### src/rtl/fetch_pkg.sv
`default_nettype none
// ============================================================================
//  Module      : fetch_pkg
//  Description : Shared constants and helpers for the fetch queue slice:
//                instruction width, PC step, default reset vector and a
//                ceiling-log2 used to size counters and pointers.
//  Revision    : 1.0 - initial release
// ============================================================================
package fetch_pkg;

    localparam int          INSTR_WIDTH      = 32;
    localparam int          PC_STEP          = 4;
    localparam logic [31:0] DEFAULT_RESET_PC = 32'h0000_0000;

    // Smallest r such that 2**r >= value (clog2(1) = 0).
    function automatic int clog2(input int value);
        int r;
        r = 0;
        while ((1 << r) < value) begin
            r = r + 1;
        end
        return r;
    endfunction

endpackage : fetch_pkg
`default_nettype wire

### src/rtl/fetch_fifo.sv
`default_nettype none
// ============================================================================
//  Module      : fetch_fifo
//  Description : Synchronous FIFO of {instruction, pc} pairs. Head entry is
//                presented combinationally. Flush beats push and pop.
//  Revision    : 1.0 - initial release
// ============================================================================
module fetch_fifo
    import fetch_pkg::*;
#(
    parameter int DEPTH = 4,
    parameter int PC_W  = 32
) (
    input  logic                     clk,
    input  logic                     rst_n,
    input  logic                     flush_i,
    input  logic                     push_i,
    input  logic [INSTR_WIDTH-1:0]   push_instr_i,
    input  logic [PC_W-1:0]          push_pc_i,
    input  logic                     pop_i,
    output logic [clog2(DEPTH):0]    count_o,
    output logic [INSTR_WIDTH-1:0]   head_instr_o,
    output logic [PC_W-1:0]          head_pc_o
);

    localparam int AW = clog2(DEPTH);
    localparam int CW = AW + 1;

    logic [INSTR_WIDTH-1:0] instr_q [DEPTH];
    logic [PC_W-1:0]        pc_q    [DEPTH];
    logic [AW-1:0]          rd_ptr_q, rd_ptr_d;
    logic [AW-1:0]          wr_ptr_q, wr_ptr_d;
    logic [CW-1:0]          count_q,  count_d;

    logic w_do_pop;
    logic w_do_push;

    // Popping an empty queue is a no-op; a push into a full queue is only
    // accepted when a pop frees the slot in the same cycle.
    assign w_do_pop  = pop_i && (count_q != '0);
    assign w_do_push = push_i && ((count_q != CW'(DEPTH)) || w_do_pop);

    // Pointer and occupancy next-state; flush empties the queue outright.
    always_comb begin
        rd_ptr_d = rd_ptr_q;
        wr_ptr_d = wr_ptr_q;
        count_d  = count_q;
        if (flush_i) begin
            rd_ptr_d = '0;
            wr_ptr_d = '0;
            count_d  = '0;
        end else begin
            if (w_do_pop) begin
                rd_ptr_d = rd_ptr_q + AW'(1);
            end
            if (w_do_push) begin
                wr_ptr_d = wr_ptr_q + AW'(1);
            end
            case ({w_do_push, w_do_pop})
                2'b10:   count_d = count_q + CW'(1);
                2'b01:   count_d = count_q - CW'(1);
                default: count_d = count_q;
            endcase
        end
    end

    // Pointer and occupancy registers.
    always_ff @(posedge clk or negedge rst_n) begin
        if (!rst_n) begin
            rd_ptr_q <= '0;
            wr_ptr_q <= '0;
            count_q  <= '0;
        end else begin
            rd_ptr_q <= rd_ptr_d;
            wr_ptr_q <= wr_ptr_d;
            count_q  <= count_d;
        end
    end

    // Entry storage; entries are cleared only by reset, a flush just
    // abandons them behind the rewound pointers.
    always_ff @(posedge clk or negedge rst_n) begin
        if (!rst_n) begin
            for (int i = 0; i < DEPTH; i++) begin
                instr_q[i] <= '0;
                pc_q[i]    <= '0;
            end
        end else if (w_do_push && !flush_i) begin
            instr_q[wr_ptr_q] <= push_instr_i;
            pc_q[wr_ptr_q]    <= push_pc_i;
        end
    end

    assign count_o      = count_q;
    assign head_instr_o = instr_q[rd_ptr_q];
    assign head_pc_o    = pc_q[rd_ptr_q];

endmodule : fetch_fifo
`default_nettype wire

### src/rtl/fetch_queue.sv
`default_nettype none
// ============================================================================
//  Module      : fetch_queue
//  Description : Instruction fetch stage decoupled from decode by a queue.
//                Credit-limited req/gnt/rvalid fetch, in-order responses,
//                redirect flushes the queue and drops in-flight responses.
//  Revision    : 1.0 - initial release
// ============================================================================
module fetch_queue
    import fetch_pkg::*;
#(
    parameter int                    DATA_WIDTH = 32,
    parameter logic [DATA_WIDTH-1:0] RESET_PC   = DATA_WIDTH'(DEFAULT_RESET_PC),
    parameter int                    FIFO_DEPTH = 4
) (
    input  logic                   clk,
    input  logic                   rst_n,
    input  logic                   PCSrcA,
    input  logic [DATA_WIDTH-1:0]  PCTargetA,
    output logic                   imem_req,
    output logic [DATA_WIDTH-1:0]  imem_addr,
    input  logic                   imem_gnt,
    input  logic                   imem_rvalid,
    input  logic [INSTR_WIDTH-1:0] imem_rdata,
    output logic                   ValidB,
    input  logic                   ReadyB,
    output logic [INSTR_WIDTH-1:0] InstrB,
    output logic [DATA_WIDTH-1:0]  PCB,
    output logic [DATA_WIDTH-1:0]  PCPlus4B
);

    localparam int                    CW   = clog2(FIFO_DEPTH) + 1;
    localparam logic [DATA_WIDTH-1:0] STEP = DATA_WIDTH'(PC_STEP);

    logic [DATA_WIDTH-1:0] pc_q,          pc_d;
    logic [DATA_WIDTH-1:0] resp_pc_q,     resp_pc_d;
    logic [CW-1:0]         outstanding_q, outstanding_d;
    logic [CW-1:0]         drop_cnt_q,    drop_cnt_d;

    logic [CW-1:0] w_count;
    logic [CW:0]   w_in_use;
    logic          w_issue;
    logic          w_rsp;
    logic          w_push;
    logic          w_pop;

    // Every queued or in-flight instruction holds a slot, so the queue can
    // never overflow whatever the memory latency.
    assign w_in_use  = {1'b0, w_count} + {1'b0, outstanding_q};
    assign imem_req  = !PCSrcA && (w_in_use < (CW + 1)'(FIFO_DEPTH));
    assign imem_addr = pc_q;
    assign w_issue   = imem_req && imem_gnt;

    // A response with nothing in flight is a protocol error and is ignored.
    assign w_rsp  = imem_rvalid && (outstanding_q != '0);
    assign w_push = w_rsp && (drop_cnt_q == '0) && !PCSrcA;
    assign w_pop  = ValidB && ReadyB;

    // Fetch PC, response PC and in-flight bookkeeping next-state.
    always_comb begin
        pc_d          = pc_q;
        resp_pc_d     = resp_pc_q;
        outstanding_d = outstanding_q + CW'(w_issue) - CW'(w_rsp);
        drop_cnt_d    = drop_cnt_q;
        if (PCSrcA) begin
            pc_d       = PCTargetA;
            resp_pc_d  = PCTargetA;
            // Everything still in flight after this edge belongs to the
            // abandoned path; a response landing now is discarded as well.
            drop_cnt_d = outstanding_q - CW'(w_rsp);
        end else begin
            if (w_issue) begin
                pc_d = pc_q + STEP;
            end
            if (w_push) begin
                resp_pc_d = resp_pc_q + STEP;
            end
            if (w_rsp && (drop_cnt_q != '0)) begin
                drop_cnt_d = drop_cnt_q - CW'(1);
            end
        end
    end

    // Fetch state registers.
    always_ff @(posedge clk or negedge rst_n) begin
        if (!rst_n) begin
            pc_q          <= RESET_PC;
            resp_pc_q     <= RESET_PC;
            outstanding_q <= '0;
            drop_cnt_q    <= '0;
        end else begin
            pc_q          <= pc_d;
            resp_pc_q     <= resp_pc_d;
            outstanding_q <= outstanding_d;
            drop_cnt_q    <= drop_cnt_d;
        end
    end

    fetch_fifo #(
        .DEPTH (FIFO_DEPTH),
        .PC_W  (DATA_WIDTH)
    ) u_fifo (
        .clk          (clk),
        .rst_n        (rst_n),
        .flush_i      (PCSrcA),
        .push_i       (w_push),
        .push_instr_i (imem_rdata),
        .push_pc_i    (resp_pc_q),
        .pop_i        (w_pop),
        .count_o      (w_count),
        .head_instr_o (InstrB),
        .head_pc_o    (PCB)
    );

    assign ValidB   = (w_count != '0);
    assign PCPlus4B = PCB + STEP;

`ifndef SYNTHESIS
    // Memory must never return a response that was not requested.
    a_no_orphan_rvalid : assert property (
        @(posedge clk) disable iff (!rst_n)
        !(imem_rvalid && (outstanding_q == '0))
    );
`endif

endmodule : fetch_queue
`default_nettype wire

### config.mk
export PLATFORM = sky130hd
export DESIGN_NAME = fetch_queue
export DESIGN_NICKNAME = d
export VERILOG_FILES = /design/src/rtl/fetch_pkg.sv /design/src/rtl/fetch_fifo.sv /design/src/rtl/fetch_queue.sv
export SDC_FILE = /design/constraint.sdc
export NUM_CORES = 1
export LEC_CHECK = 0
export ABC_AREA = 1
export BUFFER_PORTS_ARGS = -buffer_cell sky130_fd_sc_hd__buf_2
export CAP_MARGIN = 20
export CORE_MARGIN = 2
export CORE_UTILIZATION = 40
export DETAILED_ROUTE_END_ITERATION = 10
export PLACE_DENSITY = 0.63
export REMOVE_ABC_BUFFERS = 1
export SETUP_SLACK_MARGIN = 0.02
export SLEW_MARGIN = 15
export SYNTH_ARGS = -nofsm -noshare
export SYNTH_HDL_FRONTEND = slang
export SYNTH_HIERARCHICAL = 1
export SYNTH_SLANG_ARGS = --single-unit
### constraint.sdc
create_clock -name clk -period 2.2 [get_ports clk]
set_input_delay 0 -clock clk [delete_from_list [all_inputs] [get_ports clk]]
set_output_delay 0 -clock clk [all_outputs]
set_load 0.05 [all_outputs]
==> impl_metrics.env, run 1 <==
export IMPL_fmax_mhz=335.0
export IMPL_grt_max_degree=75
export IMPL_cap_violations=0
export IMPL_p_seq_share_pct=23.2
export IMPL_path_clk_slew_ns=0.06
export IMPL_worstSetupEndpointType="output pin"
export IMPL_ant_nets=0
export IMPL_clockRootBuffer="clkbuf_16"
export IMPL_min_period_ns=2.985
export IMPL_period_share_pct=135.7
export IMPL_yosysSeqAreaShare_pct=46.62
export IMPL_die_area_um2=46390
export IMPL_ios=200
export IMPL_power_internal_mw=19.33
export IMPL_die_w_um=215.4
export IMPL_drive_gt1_share_pct=36.00
export IMPL_grt_pass1_vias=16361
export IMPL_p_sw_share_pct=45.59
export IMPL_worst_setup_path_type="reg2out"
export IMPL_synth_most_common_cell="nand2_1"
export IMPL_tightest_slew_ns=0.6700
export IMPL_clock_path_buffers=3
export IMPL_p_comb_share_pct=56.2
export IMPL_slew_violations=0
export IMPL_dr_total_vias=17534
export IMPL_place_inst=3016
export IMPL_synth_area_um2=17870
export IMPL_dp_hpwl_um=37690
export IMPL_synth_seq_cells=333
export IMPL_skew_ns=0.03104
export IMPL_yosysTopAreaCell="dfrtp_1"
export IMPL_max_slew_margin_pct=55.34
export IMPL_crit_arrival_ns=2.98
export IMPL_yosys_warnings=6
export IMPL_switchingPower_mw=16.20
export IMPL_route_detailed_drc=0
export IMPL_grt_overflow=0
export IMPL_cts_sinks=333
export IMPL_avgSynthCellArea_um2=8.203
export IMPL_htreeDepth=2
export IMPL_vias_per_cell=5.380
export IMPL_p_total_mw=35.53
export IMPL_insertion_delay_ns=0.59
export IMPL_syn_instance_count=2179
export IMPL_hp_class="in2async"
export IMPL_rsz0062_at_grt="yes"
export IMPL_num_rows=77
export IMPL_cts_made_buffers=40
export IMPL_powerDensity_nw_per_um2=1368
export IMPL_routedWlPerCell_um=19.39
export IMPL_p_leak_nw=12.28
export IMPL_cp_max_fo=6
export IMPL_wirelength_um=63200
export IMPL_start_util_pct=40.51
export IMPL_antenna_found_initial=0
export IMPL_stdcell_area_um2=25970
export IMPL_startpoint_type="register"
export IMPL_status="finished, violations left"
export IMPL_grt_pass1_wl_um=87930
export IMPL_areaGrowthSynthToFinish_pct=45.30
export IMPL_final_cells=3259
export IMPL_antenna_cells=0
export IMPL_violations="setup timing"
export IMPL_vdd_drop_max_uv=1257
export IMPL_synth_top_cell_area_share_pct=46.62
export IMPL_async_reset_ff_share_pct=100.0
export IMPL_fin_nets=2722
export IMPL_power_frac_clock_pct=20.6
export IMPL_die_h_um=215.4
export IMPL_crit_required_ns=2.20
export IMPL_synth_distinct_cells=42
export IMPL_synth_common_cells="nand2_1, dfrtp_1, nor2_1"
export IMPL_numPortBuffers=199
export IMPL_synthFlopType="dfrtp_1"
export IMPL_finalSetupViolCount=77
export IMPL_synthTopCellsByArea="dfrtp_1, nand2_1, o21ai_2, nor2_1, o21ai_0"
export IMPL_finalHoldViolCount=0
export IMPL_fp_coreArea_um2=44120
export IMPL_synth_edff_count=0
export IMPL_place_area_um2=20500
export IMPL_place_congestion=0.9346
export IMPL_grt_use_total_pct=23.51
export IMPL_setup_ws_ns=-0.7850
export IMPL_cts_tree="built"
export IMPL_drtPass1Iterations=7
export IMPL_drtIter0Drc=1626
-- layer usage --
metal | global-route usage, % | up-vias | share of wire (%)
li1 | - | 8103 | -
met1 | 32.62 | 8450 | 41
met2 | 37.67 | 812 | 47
met3 | 4.257 | 169 | 7.2
met4 | 6.897 | 0 | 4.7
met5 | 0 | - | 0
-- worst paths after layout --
kind | end | from | depth (start not counted) | slack, ns
hold reg to reg | imem_addr[1] | imem_addr[1] | 2 | 0.47
hold / removal | u_fifo/instr_q[118] | rst_n | 2 | 0.001
setup / recovery | PCPlus4B[15] | u_fifo/rd_ptr_q[0] | 11 | -0.78
max in group asynchronous | u_fifo/instr_q[40] | rst_n | 4 | 1.27
setup reg to reg | outstanding_q[2] | outstanding_q[2] | 11 | -0.09
min in group clk | resp_pc_q[0] | PCSrcA | 4 | 0.02
-- area by class of cell --
class | instances | area [um2]
Tap cell | 592 | 740.7
Fill cell | 3651 | 18150
Clock inverter | 19 | 289.0
Inverter | 174 | 676.9
Sequential cell | 333 | 8338
Multi-Input combinational cell | 1556 | 9382
Clock buffer | 55 | 1169
Timing Repair Buffer | 530 | 5376
-- power groups by stage --
stage / clock, mW / sequential [mW] / combinational [mW]
floorplan: 0 / 8.56 / 8.96
global placement: 0 / 8.12 / 14.8
detailed placement: 0 / 8.16 / 15.0
CTS: 7.40 / 8.10 / 17.0
global route: 7.65 / 8.36 / 20.9
finish: 7.31 / 8.24 / 20.0
-- worst max-delay path, stage by stage, from the launching register on --
cell and delay [ns]:
dfrtp_4 0.49, buf_12 0.15, buf_12 0.14, o21ai_2 0.07, o22ai_2 0.31, inv_2 0.12, nor3_4 0.29, nand2_2 0.14
nor2_4 0.16, xor2_2 0.23, buf_4 0.17, buf_12 0.13
-- logic make-up after synthesis --
kind of cell / Yosys count / synth area share, %
AOI/OAI and AO/OA: 528 / 18.68
and+or+nand+nor: 960 / 22.32
DFF: 333 / 46.62
xor gates and xnor gates: 49 / 2.401
buffers and inverters: 292 / 8.708
adders and majority gates: 17 / 1.274
-- cells in the final DEF (no fill, tap or decap), drive strengths merged, types with 2 or more instances in the layout --
cell type and count:
nand2 573, buf 442, o21ai 419, dfrtp 333, nor2 252, inv 174, nand3 84, clkbuf 76
dlygate4sd3 67, o22ai 64, xor2 34, nor3 24, nand4 18, a21oi 15, ha 15, xnor2 15
o211ai 12, clkinv 11, o21bai 7, a31oi 6, bufinv 6, and2 4, nand3b 3, o221ai 3
clkinvlp 2, fa 2
-- repair_timing --
item | in CTS | in global routing
gates cloned | 3 | 30
setup buffers | 19 | 62
endpoints found under the setup margin | 91 | 311
endpoints found under the hold margin | 473 | 0
pin swaps | 34 | 130
gates resized for setup | 219 | 374
hold buffers | 67 | 0
-- stage by stage --
step / TNS (ns) / setup slack, ns / hold slack (ns) / util [%]
2_1_floorplan: -585.78 / -4.213 / -0.2956 / -
3_3_place_gp: -5.527 / -0.3320 / 0.02429 / 46.45
3_5_place_dp: -6.932 / -0.3850 / 0.02910 / 46.45
4_1_cts: -18.80 / -0.7522 / 0.01188 / 53.67
5_1_grt: -26.38 / -0.8398 / 0.02985 / 58.86
6_report: -20.99 / -0.7850 / 0.001065 / 58.86
-- state kept, by name, summed over array words and instances, names as in the netlist --
register,flops
drop_cnt_q,3
imem_addr,32
outstanding_q,3
resp_pc_q,32
u_fifo/count_o,3
u_fifo/instr_q,128
u_fifo/pc_q,128
u_fifo/rd_ptr_q,2
u_fifo/wr_ptr_q,2
Note: power is estimated with default switching activity, not from simulation.
==> run 2, diff against run 1 <==
CTS_BUF_LIST = sky130_fd_sc_hd__clkbuf_2 sky130_fd_sc_hd__clkbuf_4 sky130_fd_sc_hd__clkbuf_8   (was unset)
==> run 2 against run 1 <==
Effect of this change:
- the flow still finishes with violations (setup timing)
- wire length grew 6.1%
- clock power shrank 13%
- final area grew 2.4%
- flip-flop and latch count is the same
- sequential power grew 0.5%
- largest power group unchanged
- non-clock buffer count grew 25
- via count grew 3.4%
- sequential share of layout area shrank 0.74 points
==> impl_metrics.env, run 2 (synthesis results as in run 1) <==
export IMPL_finalHoldViolCount=0
export IMPL_place_inst=3016
export IMPL_start_util_pct=40.51
export IMPL_areaGrowthSynthToFinish_pct=48.75
export IMPL_final_cells=3324
export IMPL_antenna_cells=0
export IMPL_worst_setup_path_type="reg2out"
export IMPL_slowest_delay_ns=0.57
export IMPL_insertion_delay_ns=0.69
export IMPL_path_clk_slew_ns=0.06
export IMPL_routedWlPerCell_um=20.18
export IMPL_largestRegisters="u_fifo/instr_q: 128 flops, u_fifo/pc_q: 128 flops"
export IMPL_final_cell_mix="nand2_1, dfrtp_1, o21ai_2"
export IMPL_drtIter0Drc=1619
export IMPL_hp_start="PCTargetA[25]"
export IMPL_cts_tree="built"
export IMPL_worstSetupEndpointType="output pin"
export IMPL_route_detailed_drc=0
export IMPL_skew_ns=0.04573
export IMPL_die_area_um2=46390
export IMPL_ios=200
export IMPL_path_depth=11
export IMPL_numPortBuffers=199
export IMPL_rsz0062_at_grt="yes"
export IMPL_rr_startpoint="outstanding_q[2]"
export IMPL_crit_arrival_ns=3.24
export IMPL_die_h_um=215.4
export IMPL_htreeDepth=2
export IMPL_cp_max_fo=8
export IMPL_slew_violations=0
export IMPL_finalSetupViolCount=93
export IMPL_grt_pass1_wl_um=89250
export IMPL_r2r_end="outstanding_q[2]"
export IMPL_clockRootBuffer="clkbuf_8"
export IMPL_cap_violations=0
export IMPL_fin_nets=2769
export IMPL_r2r_setup_slack_ns=-0.19
export IMPL_hold_depth=4
export IMPL_slowest_stage="dfrtp_4"
export IMPL_num_rows=77
export IMPL_violations="setup timing"
export IMPL_grt_overflow=0
export IMPL_clock_path_buffers=3
export IMPL_cts_sinks=333
export IMPL_die_w_um=215.4
export IMPL_ant_nets=0
export IMPL_vdd_drop_max_uv=1320
export IMPL_worst_r2r_cell_count=11
export IMPL_cts_made_buffers=59
export IMPL_dp_hpwl_um=37690
export IMPL_tightest_slew_ns=0.6609
export IMPL_path_buf_inv=5
export IMPL_drtPass1Iterations=5
export IMPL_crit_required_ns=2.20
export IMPL_p_leak_nw=12.65
export IMPL_period_share_pct=147.2
export IMPL_grt_pass1_vias=16601
export IMPL_setup_ws_ns=-1.039
export IMPL_max_slew_margin_pct=55.94
export IMPL_fp_coreArea_um2=44120
export IMPL_vias_per_cell=5.457
export IMPL_path_cells="buf_12, buf_12, clkbuf_16, nor2_1, o22ai_1, buf_4, nand2_2, nor3_2, nand3b_1, xnor2_1, buf_4"
export IMPL_wirelength_um=67070
export IMPL_fmax_mhz=308.7
export IMPL_hp_class="in2reg"
export IMPL_startpoint_type="register"
export IMPL_dr_total_vias=18138
export IMPL_drive_gt1_share_pct=38.21
export IMPL_final_common_cell="nand2_1"
export IMPL_worstSetupStartpoint="u_fifo/rd_ptr_q[0]"
export IMPL_p_total_mw=35.65
export IMPL_fin_util_pct=60.26
export IMPL_fillCellCount=3535
export IMPL_place_congestion=0.9346
export IMPL_grt_max_degree=75
export IMPL_hold_path_end="resp_pc_q[25]"
export IMPL_dp_slack_ns=-0.3850
export IMPL_powerDensity_nw_per_um2=1341
export IMPL_min_period_ns=3.239
export IMPL_grt_use_total_pct=23.93
export IMPL_antenna_found_initial=0
export IMPL_crit_family="buffers and inverters"
export IMPL_status="finished, violations left"
[run 2: cell types whose count changed in the layout (fill, tap and decap cells not counted), sizes merged]
| cell | before | now |
|---|---|---|
| inv | 174 | 175 |
| clkinvlp | 2 | 0 |
| nand2 | 573 | 574 |
| dlygate4sd3 | 67 | 72 |
| bufinv | 6 | 1 |
| clkinv | 11 | 18 |
| clkbuf | 76 | 118 |
| buf | 442 | 458 |
[run 2: through the flow]
step	instance area, um2	hold WS [ns]	setup TNS (ns)
after floorplan	16970	-0.2956	-585.78
after global placement	20500	0.02429	-5.527
after detailed placement	20500	0.02910	-6.932
after CTS	23490	0.1132	-34.27
after global routing	26590	0.1641	-43.88
final	26590	0.1448	-36.53
[run 2: final cells by class]
class,instances,area [um2],area share (%)
timing repair buffer,555,5954,22.40
timing repair inverter,2,20.02,0.07529
inverter,174,683.2,2.569
tap,592,740.7,2.786
sequential,333,8338,31.36
clock buffer,93,1167,4.391
multi-input combinational,1557,9552,35.92
clock inverter,18,132.6,0.4988
[run 2: timing repair]
| action | 4_1_cts | 5_1_grt |
|---|---|---|
| setup buffers | 7 | 83 |
| hold buffers | 72 | 0 |
| pin swaps | 22 | 134 |
| endpoints found under the hold margin | 502 | 0 |
| cloned | 10 | 36 |
| endpoints found under the setup margin | 100 | 289 |
| gates resized for setup | 194 | 509 |
[run 2: worst register-to-register path, stage by stage, from the launching register on]
cell and delay, ns:
dfrtp_1 0.39, ha_1 0.30, nor2_1 0.09, nand2_1 0.09, nor2_4 0.13, nand2_4 0.07, ha_4 0.25, inv_1 0.04
ha_2 0.17, fa_2 0.39, xnor2_2 0.20, xor2_1 0.18
[run 2: worst max path at each step]
stage              endpoint  slack [ns]
3_5_place_dp   PCPlus4B[24]       -0.38
5_1_grt        PCPlus4B[22]       -1.09
6_report       PCPlus4B[30]       -1.04
2_1_floorplan  PCPlus4B[26]       -4.21
3_3_place_gp   PCPlus4B[30]       -0.33
4_1_cts        PCPlus4B[30]       -0.88
[run 2: routing by layer]
metal	track usage [%]	routed length [um]	vias to the layer above
li1	-	-	8212
met1	32.61	26710	8722
met2	38.45	31450	943
met3	4.651	5237	261
met4	7.793	3674	0
met5	0	0	-
[run 2: report_power, final]
part / internal, mW / switching [mW]
registers: 7.18 / 1.10
logic: 8.35 / 12.7
clock network: 3.51 / 2.84
total: 19.0 / 16.6
